File: src/rtl/mem_arb_pkg.sv
// Shared types and defaults for the unified memory arbiter.
// Response owner encoding and default port widths.
package mem_arb_pkg;

  localparam int ARB_ADDR_W     = 32;
  localparam int ARB_DATA_W     = 32;
  localparam int ARB_STARVE_MAX = 4;

  typedef enum logic [1:0] {
    OWN_NONE = 2'd0,
    OWN_IF   = 2'd1,
    OWN_D    = 2'd2
  } owner_e;

  // Bits needed to hold 0..max inclusive.
  function automatic int cnt_width(input int max);
    return (max < 1) ? 1 : $clog2(max + 1);
  endfunction

endpackage

File: src/rtl/unified_mem_arbiter_starve_counter.sv
// Saturating counter of data grants taken while fetch waits.
// Clear wins over increment; at_max flags the saturation value.
module starve_counter
  import mem_arb_pkg::*;
#(
  parameter int MAX = ARB_STARVE_MAX
) (
  input  logic clk,
  input  logic rst,
  input  logic inc,
  input  logic clr,
  output logic at_max
);

  localparam int CW = cnt_width(MAX);
  localparam logic [CW-1:0] MAX_V = CW'(MAX);

  logic [CW-1:0] cnt_q;
  logic [CW-1:0] cnt_d;

  // Next count: clear, saturating increment, or hold.
  always_comb begin
    cnt_d  = cnt_q;
    at_max = (cnt_q == MAX_V);
    if (clr) begin
      cnt_d = '0;
    end else if (inc && !at_max) begin
      cnt_d = cnt_q + CW'(1);
    end
  end

  // Count register.
  always_ff @(posedge clk) begin
    if (rst) begin
      cnt_q <= '0;
    end else begin
      cnt_q <= cnt_d;
    end
  end

endmodule

File: src/rtl/unified_mem_arbiter.sv
// Shares one sync-read memory port between fetch and data.
// Data wins by default; a starvation guard forces fetch through.
module unified_mem_arbiter
  import mem_arb_pkg::*;
#(
  parameter int ADDR_W     = ARB_ADDR_W,
  parameter int DATA_W     = ARB_DATA_W,
  parameter int STARVE_MAX = ARB_STARVE_MAX
) (
  input  logic              clk,
  input  logic              rst,
  input  logic              if_req,
  input  logic [ADDR_W-1:0] if_addr,
  output logic              if_gnt,
  output logic              if_rvalid,
  output logic [DATA_W-1:0] if_rdata,
  input  logic              d_read,
  input  logic              d_write,
  input  logic [ADDR_W-1:0] d_addr,
  input  logic [DATA_W-1:0] d_wdata,
  input  logic [DATA_W/8-1:0] d_be,
  output logic              d_gnt,
  output logic              d_rvalid,
  output logic [DATA_W-1:0] d_rdata,
  output logic              d_err,
  output logic              mem_en,
  output logic [DATA_W/8-1:0] mem_we,
  output logic [ADDR_W-1:0] mem_addr,
  output logic [DATA_W-1:0] mem_wdata,
  input  logic [DATA_W-1:0] mem_rdata,
  output logic              stall_fetch
);

  logic   at_max;
  logic   cnt_inc;
  logic   cnt_clr;
  logic   d_req;
  logic   d_rd_only;
  owner_e owner_q;
  owner_e owner_d;
  logic   err_q;
  logic   err_d;

  // Grant: data first, unless fetch waited too long.
  always_comb begin
    if_gnt    = 1'b0;
    d_gnt     = 1'b0;
    d_req     = d_read | d_write;
    d_rd_only = d_read & ~d_write;
    if (!rst) begin
      if (if_req && at_max) begin
        if_gnt = 1'b1;
      end else if (d_req) begin
        d_gnt = 1'b1;
      end else if (if_req) begin
        if_gnt = 1'b1;
      end
    end
  end

  // Memory port; idle cycles still present if_addr.
  always_comb begin
    mem_en      = if_gnt | d_gnt;
    mem_we      = '0;
    mem_addr    = if_addr;
    mem_wdata   = d_wdata;
    stall_fetch = if_req & ~if_gnt;
    if (d_gnt) begin
      mem_addr = d_addr;
      if (d_write) begin
        mem_we = d_be;
      end
    end
  end

  assign cnt_inc = d_gnt & if_req;
  assign cnt_clr = if_gnt | ~if_req;

  starve_counter #(
    .MAX (STARVE_MAX)
  ) u_starve (
    .clk    (clk),
    .rst    (rst),
    .inc    (cnt_inc),
    .clr    (cnt_clr),
    .at_max (at_max)
  );

  // Who owns next cycle's read data; sticky illegal flag.
  always_comb begin
    err_d = err_q | (d_read & d_write);
    unique case (1'b1)
      if_gnt:             owner_d = OWN_IF;
      (d_gnt & d_rd_only): owner_d = OWN_D;
      default:            owner_d = OWN_NONE;
    endcase
  end

  // Owner and error registers.
  always_ff @(posedge clk) begin
    if (rst) begin
      owner_q <= OWN_NONE;
      err_q   <= 1'b0;
    end else begin
      owner_q <= owner_d;
      err_q   <= err_d;
    end
  end

  // Route returned data; reset drops any in-flight response.
  always_comb begin
    if_rvalid = ~rst & (owner_q == OWN_IF);
    d_rvalid  = ~rst & (owner_q == OWN_D);
    d_err     = ~rst & err_q;
    if_rdata  = if_rvalid ? mem_rdata : '0;
    d_rdata   = d_rvalid ? mem_rdata : '0;
  end

endmodule

File: config.mk
export PLATFORM = sky130hd
export DESIGN_NAME = unified_mem_arbiter
export DESIGN_NICKNAME = d
export VERILOG_FILES = /design/src/rtl/mem_arb_pkg.sv /design/src/rtl/unified_mem_arbiter_starve_counter.sv /design/src/rtl/unified_mem_arbiter.sv
export SDC_FILE = /design/constraint.sdc
export NUM_CORES = 1
export LEC_CHECK = 0
export CAP_MARGIN = 30
export CORE_AREA = 2 2 108 110
export DETAILED_ROUTE_END_ITERATION = 7
export DIE_AREA = 0 0 110 112
export GPL_ROUTABILITY_DRIVEN = 0
export HOLD_SLACK_MARGIN = 0.12
export PLACE_DENSITY = 0.68
export SETUP_SLACK_MARGIN = 0.02
export SYNTH_ARGS = -nofsm -noshare
export SYNTH_HDL_FRONTEND = slang
export SYNTH_SLANG_ARGS = --single-unit
File: constraint.sdc
create_clock -name clk -period 2 [get_ports clk]
set_input_delay 0.3 -clock clk [delete_from_list [all_inputs] [get_ports clk]]
set_output_delay 0.3 -clock clk [all_outputs]
set_load 0.01 [all_outputs]
==> out/summary.txt <==
Detailed Routing Iterations Pass 1: 4
Final period utilization: 109%
Core box area: 0.0112 mm^2
YS warnings: 0
Die width: 110 um
Post-DR vias/cell: 3.92
# clock sinks: 6
Pin count of the biggest net entering global routing: 34
Synth cell types: 22
Post-Syn Area: 0.00152 mm^2
Die Y: 112 um
Critical Path RT: 1.70 ns
Sum Neg Setup Slack: -4.34 ns
HP Start: err_q
PD cells: 292 mW/mm^2
Sequential share of the synthesized area: 7.93%
Die Footprint: 0.0123 mm^2
CP arrival: 1.87 ns
Status: finished with violations
Most frequent cell after synthesis: and2_1
Placed Cells incl. Taps: 498
Max clock buf depth: 2
Failing checks: setup timing
Top cell type's share of synthesized area: 27.7%
Final Setup Violations: 30
Max-cap viol count: 0
Initial Util: 13.6%
Fin area: 0.00396 mm^2
Leading area contributor after synthesis: mux2_4
Vias in the first global route: 2124
First-pass GRT wire length: 11700 um
CP Launch Type: flip-flop
Detail Placement HPWL: 6680 um
Hold path endpoint: err_q
Fin cells: 518
Fillers: 1150
Syn Area/Cell: 8.71 um^2
Clk_skew: 0.00373 ns
Clock latency on the worst-skew pair: 0.23 ns
FF+latch count, synth: 6
Max VDD drop: 0.000224 V
Synth Net Count: 313
Total track usage: 12.2%
Dpl ws: -0.496 ns
Fin nets: 516
Setup ws final: -0.171 ns
Via count: 2030
H-tree lvl count: 1
Post-route ant nets: 0
R2r setup slk: 0.66 ns
CTS Root Buffer Type: clkbuf_16
Avg WL per Cell: 17.2 um
Hold-fix buffers at CTS: 0
RR Startpoint: u_starve.cnt_q[1]
Ranking of synthesized cells by instance count: and2_1 (64), buf_4 (32), mux2_4 (28)
CTS tree: built
# DRC: 0
Slew Limit Fails: 0
GRT overflow: 0
Number of flops mapped to enable cells by yosys: 0
Cts bufs inserted: 3
Final Hold Vio Count: 0
HP Class: reg2reg
LEAKAGE: 1.88 nW
Gate Count Post-Synth: 174
Fraction of layout cells with a size suffix above 1: 34.4%
Worst-Margin Slew: 0.313 ns
Placed cell area: 0.00364 mm^2
Ys async rst share: 0%
Relative slew slack: 79.0%
Post-synth top flop: dfxtp_1
Kind of critical path: reg2out
Io pins: 276
Wirelength, routed: 8920 um
Clock-pin slew on the worst setup and hold paths: 0.04 ns
IO Port Bufs: 211
R2r endpoint: owner_q[1]
Hold path depth: 2
Max Fanout on Critical Path: 5
Area delta synth->final: 161%
Initial antenna violation count: 0
First DRT Iteration DRCs: 74
Top cells by area, synth: mux2_4 (28%), and2_1 (26%), buf_4 (16%), dfxtp_1 (7.9%), buf_6 (3.0%)
Reg2reg path depth: 6
Max Freq: 461 MHz
Diodes inserted: 0
Std-Cell Rows: 39
Nature of the critical path endpoint: primary output
RSZ-0062 raised after global routing: true
Min Clock Period, post-route: 2.17 ns
==> critical path, stage by stage, from the launching register on <==
cell	delay [ns]
dfxtp_2	0.33
inv_2	0.05
ha_4	0.17
a31oi_4	0.20
o21ai_4	0.15
buf_12	0.16
buf_16	0.13
mux2_4	0.32
buf_6	0.13
==> flip-flops by register name (all words and copies together) (netlist names) <==
register        count
u_starve.cnt_q      3
owner_q             2
err_q               1
==> placed cells by master (no fill, tap or decap), drive strengths merged <==
cell and count:
clkdlybuf4s50 101, and2 64, buf 60, mux2 32, clkdlybuf4s15 29, dlygate4sd2 28, clkbuf 26, dfxtp 6
nor2 5, nor3b 5, and3 4, inv 4, nor2b 2, ha 2, a31oi 1, o21ai 1
a2bb2oi 1, nor3 1, nand3b 1, xnor2 1, a21oi 1
==> report_power, final <==
part / switching, W / total, W / internal (W)
Combinational: 0.000231 / 0.000705 / 0.000474
Sequential: 0.00000320 / 0.000128 / 0.000125
Clock: 0.0000672 / 0.000324 / 0.000257
==> area by class of cell <==
cell class | count | area [um^2] | area share (%)
timing repair buffer | 241 | 2460 | 62.2
sequential | 6 | 123 | 3.10
clock buffer | 3 | 75.1 | 1.90
tap | 143 | 179 | 4.52
inverter | 4 | 15.0 | 0.379
multi-input combinational | 121 | 1100 | 27.9
==> logic make-up (layout without fill, tap and decap cells) <==
| kind of cell | count (synthesis) | after routing | synth area share (%) |
|---|---|---|---|
| multiplexers | 32 | 32 | 30.7 |
| adder cells (fa/ha/maj) | 2 | 2 | 1.65 |
| AND/OR/NAND/NOR | 82 | 82 | 34.1 |
| AO/OA/AOI/OAI | 4 | 4 | 3.39 |
| XOR/XNOR | 1 | 1 | 0.578 |
| flip-flops | 6 | 6 | 7.93 |
| buffers and inverters | 47 | 248 | 21.6 |
==> metrics by stage <==
step | hold WS (ns) | utilization [%] | power [W]
after floorplan | 0.417 | - | 0.000402
after global placement | 0.443 | 32.6 | 0.000756
after detailed placement | 0.464 | 32.6 | 0.000755
after CTS | 0.472 | 34.9 | 0.00115
after global routing | 0.493 | 35.4 | 0.00120
final | 0.463 | 35.4 | 0.00116
==> layer usage <==
metal,share of wire [%],GRT usage (%)
met1,36,12.9
met2,50,23.6
met3,14,3.57
met4,0.76,2.19
met5,0,0
==> worst max-delay path by stage <==
stage	startpoint	to	slack [ns]
after detailed placement	if_req	mem_addr[29]	-0.50
after global routing	u_starve.cnt_q[0]	mem_addr[18]	-0.22
after floorplan	u_starve.cnt_q[0]	mem_addr[0]	0.29
after CTS	u_starve.cnt_q[1]	mem_addr[13]	-0.15
after global placement	if_req	mem_addr[13]	-0.47
final	u_starve.cnt_q[1]	mem_addr[18]	-0.17
==> what timing repair did <==
action,in CTS,in global routing
endpoints found under the setup margin,107,60
setup buffers,8,3
gates cloned,4,2
pin swaps,4,2
resized for setup,256,71
(Power assumes the default switching activity.)
